### config.mk
export PLATFORM = sky130hd
export DESIGN_NAME = serial_subtractor_ctrl_flat
export DESIGN_NICKNAME = d
export VERILOG_FILES = /design/src/rtl/serial_subtractor_ctrl_pkg.sv /design/src/rtl/serial_subtractor_ctrl_if.sv /design/src/rtl/serial_subtractor_ctrl_cell.sv /design/src/rtl/serial_subtractor_ctrl.sv /design/src/flat_wrapper.sv
export SDC_FILE = /design/constraint.sdc
export NUM_CORES = 1
export LEC_CHECK = 0
export ABC_CLOCK_PERIOD_IN_PS = 1700
export BUFFER_PORTS_ARGS = -buffer_cell sky130_fd_sc_hd__buf_2
export CAP_MARGIN = 10
export CORE_MARGIN = 2
export CORE_UTILIZATION = 40
export CTS_CLUSTER_SIZE = 8
export DETAILED_ROUTE_END_ITERATION = 16
export HOLD_SLACK_MARGIN = 0.08
export RECOVER_POWER = 50
export SLEW_MARGIN = 20
export SYNTH_ARGS = -nofsm -noshare
export SYNTH_HDL_FRONTEND = slang
export SYNTH_SLANG_ARGS = --single-unit
### constraint.sdc
create_clock -name clk -period 1.7 [get_ports clk]
set_input_delay 0 -clock clk [delete_from_list [all_inputs] [get_ports clk]]
set_output_delay 0 -clock clk [all_outputs]
set_load 0.01 [all_outputs]
### src/rtl/serial_subtractor_ctrl_pkg.sv
// serial_subtractor_ctrl_pkg: shared state encodings, default width and counter sizing
package serial_subtractor_ctrl_pkg;
  localparam logic [1:0] S_IDLE  = 2'd0;
  localparam logic [1:0] S_SHIFT = 2'd1;
  localparam logic [1:0] S_DONE  = 2'd2;
  localparam int DEF_W = 4;
  function automatic int cnt_w(input int w);
    return (w > 1) ? $clog2(w) : 1;
  endfunction
endpackage

### src/rtl/serial_subtractor_ctrl_if.sv
// serial_subtractor_ctrl_if: start/done request bus between requester and serial subtractor
interface serial_subtractor_ctrl_if #(parameter int W = 4);
  logic         i_start;
  logic [W-1:0] i_a;
  logic [W-1:0] i_b;
  logic         o_ready;
  logic         o_busy;
  logic         o_done;
  logic [W-1:0] o_diff;
  logic         o_borrow_out;
  modport master (output i_start, i_a, i_b, input o_ready, o_busy, o_done, o_diff, o_borrow_out);
  modport slave  (input i_start, i_a, i_b, output o_ready, o_busy, o_done, o_diff, o_borrow_out);
endinterface

### src/rtl/serial_subtractor_ctrl_cell.sv
// serial_subtractor_ctrl_cell: 1-bit full subtractor built from two half-subtractor stages
module serial_subtractor_ctrl_cell (
  input  logic i_ai,
  input  logic i_bi,
  input  logic i_bin,
  output logic o_d,
  output logic o_bout
);
  logic w_d1, w_b1, w_b2;
  assign w_d1   = i_ai ^ i_bi;
  assign w_b1   = ~i_ai & i_bi;
  assign o_d    = w_d1 ^ i_bin;
  assign w_b2   = ~w_d1 & i_bin;
  assign o_bout = w_b1 | w_b2;
endmodule

### src/rtl/serial_subtractor_ctrl.sv
// serial_subtractor_ctrl: bit-serial unsigned subtractor, one bit per clock, start/done handshake
module serial_subtractor_ctrl
  import serial_subtractor_ctrl_pkg::*;
#(
  parameter int W = DEF_W
) (
  input logic                  clk,
  input logic                  rst,
  serial_subtractor_ctrl_if.slave bus
);
  localparam int CW = cnt_w(W);
  logic [1:0]    r_state, w_next;
  logic [W-1:0]  r_a, r_b, r_res, r_diff, w_res;
  logic          r_bor, r_bout, w_d, w_bout, w_last;
  logic [CW-1:0] r_cnt;
  serial_subtractor_ctrl_cell u_cell (
    .i_ai  (r_a[0]),
    .i_bi  (r_b[0]),
    .i_bin (r_bor),
    .o_d   (w_d),
    .o_bout(w_bout)
  );
  assign w_last = r_cnt == CW'(W - 1);
  assign w_res  = (r_res >> 1) | (W'(w_d) << (W - 1));
  // next state; the unused encoding falls back to IDLE
  always_comb
    w_next = (r_state == S_IDLE)  ? (bus.i_start ? S_SHIFT : S_IDLE) :
             (r_state == S_SHIFT) ? (w_last ? S_DONE : S_SHIFT) : S_IDLE;
  // FSM, operand shifters, borrow FF, counter and held result
  always_ff @(posedge clk or posedge rst) begin
    if (rst) begin
      r_state <= S_IDLE;
      r_a     <= '0;
      r_b     <= '0;
      r_res   <= '0;
      r_bor   <= 1'b0;
      r_cnt   <= '0;
      r_diff  <= '0;
      r_bout  <= 1'b0;
    end else begin
      r_state <= w_next;
      if (r_state == S_IDLE && bus.i_start) begin
        r_a   <= bus.i_a;
        r_b   <= bus.i_b;
        r_res <= '0;
        r_bor <= 1'b0;
        r_cnt <= '0;
      end else if (r_state == S_SHIFT) begin
        r_a   <= r_a >> 1;
        r_b   <= r_b >> 1;
        r_res <= w_res;
        r_bor <= w_bout;
        r_cnt <= r_cnt + 1'b1;
        if (w_last) begin
          r_diff <= w_res;
          r_bout <= w_bout;
        end
      end
    end
  end
  assign bus.o_ready      = r_state == S_IDLE;
  assign bus.o_busy       = (r_state == S_SHIFT) || (r_state == S_DONE);
  assign bus.o_done       = r_state == S_DONE;
  assign bus.o_diff       = r_diff;
  assign bus.o_borrow_out = r_bout;
endmodule

### src/flat_wrapper.sv
// flat-port wrapper written by rule: the top's interface ports become plain ports
module serial_subtractor_ctrl_flat import serial_subtractor_ctrl_pkg::*;
#(
  parameter int W = DEF_W
)
  (clk, rst, bus_i_start, bus_i_a, bus_i_b, bus_o_ready, bus_o_busy, bus_o_done, bus_o_diff, bus_o_borrow_out);
  serial_subtractor_ctrl_if #(.W(W)) bus_i ();
  input logic clk;
  input logic rst;
  input wire logic [$bits(bus_i.i_start)-1:0] bus_i_start;
  input wire logic [$bits(bus_i.i_a)-1:0] bus_i_a;
  input wire logic [$bits(bus_i.i_b)-1:0] bus_i_b;
  output wire logic [$bits(bus_i.o_ready)-1:0] bus_o_ready;
  output wire logic [$bits(bus_i.o_busy)-1:0] bus_o_busy;
  output wire logic [$bits(bus_i.o_done)-1:0] bus_o_done;
  output wire logic [$bits(bus_i.o_diff)-1:0] bus_o_diff;
  output wire logic [$bits(bus_i.o_borrow_out)-1:0] bus_o_borrow_out;
  assign bus_i.i_start = bus_i_start;
  assign bus_i.i_a = bus_i_a;
  assign bus_i.i_b = bus_i_b;
  assign bus_o_ready = bus_i.o_ready;
  assign bus_o_busy = bus_i.o_busy;
  assign bus_o_done = bus_i.o_done;
  assign bus_o_diff = bus_i.o_diff;
  assign bus_o_borrow_out = bus_i.o_borrow_out;
  serial_subtractor_ctrl #(.W(W)) u_core (.clk(clk), .rst(rst), .bus(bus_i));
endmodule
==> results.sh <==
export IMPL_outcome="finished clean"
export IMPL_worst_pin_slew_ns=1.12
export IMPL_die_h_microns=56.4
export IMPL_grt_pass1_vias=713
export IMPL_r2r_end="u_core.r_b[2]$_DFFE_PP0P_"
export IMPL_dp_hpwl_microns=1430
export IMPL_reg2reg_slack_ns=0.23
export IMPL_start_util=0.409
export IMPL_drt_iter0_drc=2
export IMPL_fillers=264
export IMPL_grt_pass1_wl_microns=3250
export IMPL_antennaDiodeCount=0
export IMPL_die_w_microns=56.4
export IMPL_fin_nets=144
export IMPL_end_kind="register"
export IMPL_yosys_register_bits=21
export IMPL_crit_type="reg2reg"
export IMPL_fin_skew_ns=0.00232
export IMPL_yosys_most_used_dff="dfrtp_1"
export IMPL_synth_top_area_cell="dfrtp_1"
export IMPL_dp_slack_ns=0.236
export IMPL_htree_levels=1
export IMPL_antenna_found_initial=0
export IMPL_r2r_start="u_core.r_state[0]$_DFF_PP0_"
export IMPL_yosysSeqAreaShare=0.478
export IMPL_dieArea_sq_um=3180
export IMPL_worstHoldPathCells=4
export IMPL_synth_top_area_share=0.478
export IMPL_critPathLaunchType="register"
export IMPL_setup_viol=0
export IMPL_syn_nets=114
export IMPL_relSlewSlack=0.254
export IMPL_async_reset_ff_frac=1.00
export IMPL_cts_root_buffer="clkbuf_4"
export IMPL_postSynthCellCount=96
export IMPL_leakagePower_nw=0.617
export IMPL_gp_congestion=0.755
export IMPL_area_growth_pct=20.7
export IMPL_synth_area_leaders="dfrtp_1 (48%), ha_1 (6.8%), a21bo_2 (5.5%), a211oi_1 (4.1%), mux2_2 (4.1%)"
export IMPL_path_clk_slew_ns=0.12
export IMPL_cap_violations=0
export IMPL_setup_slack_ns=0.225
export IMPL_peakVddDrop_mv=0.995
export IMPL_clk_latency_ns=0.30
export IMPL_reg2reg_depth=5
export IMPL_cts_path_max_buffers=2
export IMPL_drt_total_wl_microns=2020
export IMPL_ios=19
export IMPL_port_buffers=18
export IMPL_hold_class="in2reg"
export IMPL_pwr_density_cell_nw_per_um2=1670
export IMPL_avgSynthCellArea_sq_um=11.4
export IMPL_min_to="u_core.r_b[1]$_DFFE_PP0P_"
export IMPL_register_area_sq_um=526
export IMPL_rows=19
export IMPL_crit_arrival_ns=1.71
export IMPL_numCtsBuffers=3
export IMPL_multiInputGateArea_sq_um=483
export IMPL_grt_overflow=0
export IMPL_required_ns=1.93
export IMPL_dp_cells=142
export IMPL_synth_edff_count=0
export IMPL_synth_distinct_cells=22
export IMPL_ant_nets=0
export IMPL_grtUsageTotal=0.132
export IMPL_rsz0062_at_grt="false"
export IMPL_viasPerCell=5.20
export IMPL_clock_sinks=21
export IMPL_drive_gt1_frac=0.272
export IMPL_instances_no_fill=156
export IMPL_period_share=0.868
export IMPL_cts_tree="done"
export IMPL_vias=811
export IMPL_tns_ns=0
export IMPL_max_freq_ghz=0.678
export IMPL_final_area_sq_um=1330
export IMPL_post_cts_resize_count=0
export IMPL_synth_yosys_warnings=0
export IMPL_first_pass_iters=4
export IMPL_maxSlewViolCount=0
export IMPL_place_area_sq_um=1210
export IMPL_crit_fanout=11
export IMPL_routedWlPerCell_microns=12.9
export IMPL_core_area_sq_um=2690
export IMPL_grt_max_degree=22
export IMPL_hold_viol_final=0
export IMPL_hold_start="bus_i_b[1]"
export IMPL_drc_errors=0
export IMPL_period_minus_slack_ns=1.47
export IMPL_syn_area_sq_um=1100
[registers in the layout, summed over array words and instances, names as in the netlist]
name	cells
u_core.r_b	4
u_core.r_cnt	2
u_core.bus.o_borrow_out	1
u_core.bus.o_diff	4
u_core.r_state	2
u_core.r_res	3
u_core.r_a	4
u_core.r_bor	1
[worst max path at each step]
stage	from	to	slack (ns)	cells past startpoint
2_1_floorplan	u_core.r_state[1]$_DFF_PP0_	u_core.r_cnt[0]$_DFFE_PP0P_	0.30	6
3_3_place_gp	u_core.r_state[0]$_DFF_PP0_	u_core.r_b[2]$_DFFE_PP0P_	0.27	5
3_5_place_dp	u_core.r_state[1]$_DFF_PP0_	u_core.r_state[0]$_DFF_PP0_	0.24	5
4_1_cts	u_core.r_state[0]$_DFF_PP0_	u_core.r_b[2]$_DFFE_PP0P_	0.23	5
5_1_grt	u_core.r_state[0]$_DFF_PP0_	u_core.r_b[1]$_DFFE_PP0P_	0.1	5
6_report	u_core.r_state[0]$_DFF_PP0_	u_core.r_b[2]$_DFFE_PP0P_	0.23	5
[metal layers]
metal  vias up  share of wire  global-route usage
li1        403              -                   -
met1       387           0.48               0.171
met2        19           0.46               0.215
met3         2          0.055              0.0484
met4         0         0.0050              0.0204
met5         -              0                   0
[cells in the mapped netlist, drive strengths merged (3+ instances only)]
cell type / count
a21oi: 5
ha: 6
mux2i: 3
inv: 7
nand3: 6
a31oi: 7
mux2: 6
buf: 9
a21bo: 6
dfrtp: 21
a211oi: 6
nor2: 3
[critical path: stages (launching register included)]
cell and delay (ns):
dfrtp_1 0.40, inv_1 0.08, ha_1 0.33, buf_4 0.22, a21bo_2 0.21, a31oi_1 0.16
[cell type report]
cell class / count / share of cell area
repair buffers: 34 / 0.171
well taps: 31 / 0.0292
multi-input cells: 59 / 0.364
clock buffers: 4 / 0.0198
flip-flops and latches: 21 / 0.396
inverters: 7 / 0.0198
[cell families (layout without fill, tap and decap cells)]
kind of cell    count (synthesis)  after routing  synth area share
compound gates                 32             32             0.213
fa+ha+maj                       7              7            0.0866
buf+inv                        16             45            0.0820
flops                          21             21             0.478
mux                             9              9            0.0957
simple gates                   11             11            0.0444
[placed cells by master (no fill, tap or decap), types with 4 or more instances in the layout]
| master | instances |
|---|---|
| inv_1 | 7 |
| ha_1 | 6 |
| dfrtp_1 | 21 |
| a21bo_2 | 6 |
| dlygate4sd3_1 | 10 |
| a211oi_1 | 6 |
| a31oi_1 | 7 |
| buf_4 | 5 |
| clkbuf_1 | 6 |
| mux2_2 | 4 |
| nand3_1 | 6 |
| buf_2 | 14 |
| a21oi_1 | 5 |
[stage by stage]
| step | utilization | total power [W] | hold WS, ns |
|---|---|---|---|
| after detailed placement | 0.450 | 0.00198 | 0.0478 |
| final | 0.494 | 0.00221 | 0.498 |
| after floorplan | - | 0.00173 | -0.0235 |
| after global routing | 0.494 | 0.00239 | 0.499 |
| after global placement | 0.450 | 0.00196 | 0.0468 |
| after CTS | 0.497 | 0.00225 | 0.256 |
[power by group]
part	internal [W]	switching, W	total, W
clock	0.0000915	0.000152	0.000244
combinational	0.000553	0.000565	0.00112
sequential	0.000723	0.000123	0.000846
[what timing repair did]
action	4_1_cts	5_1_grt
hold buffers	10	0
setup buffers	0	0
endpoints found under the hold margin	30	0
Power figures use the tool's default switching activity.
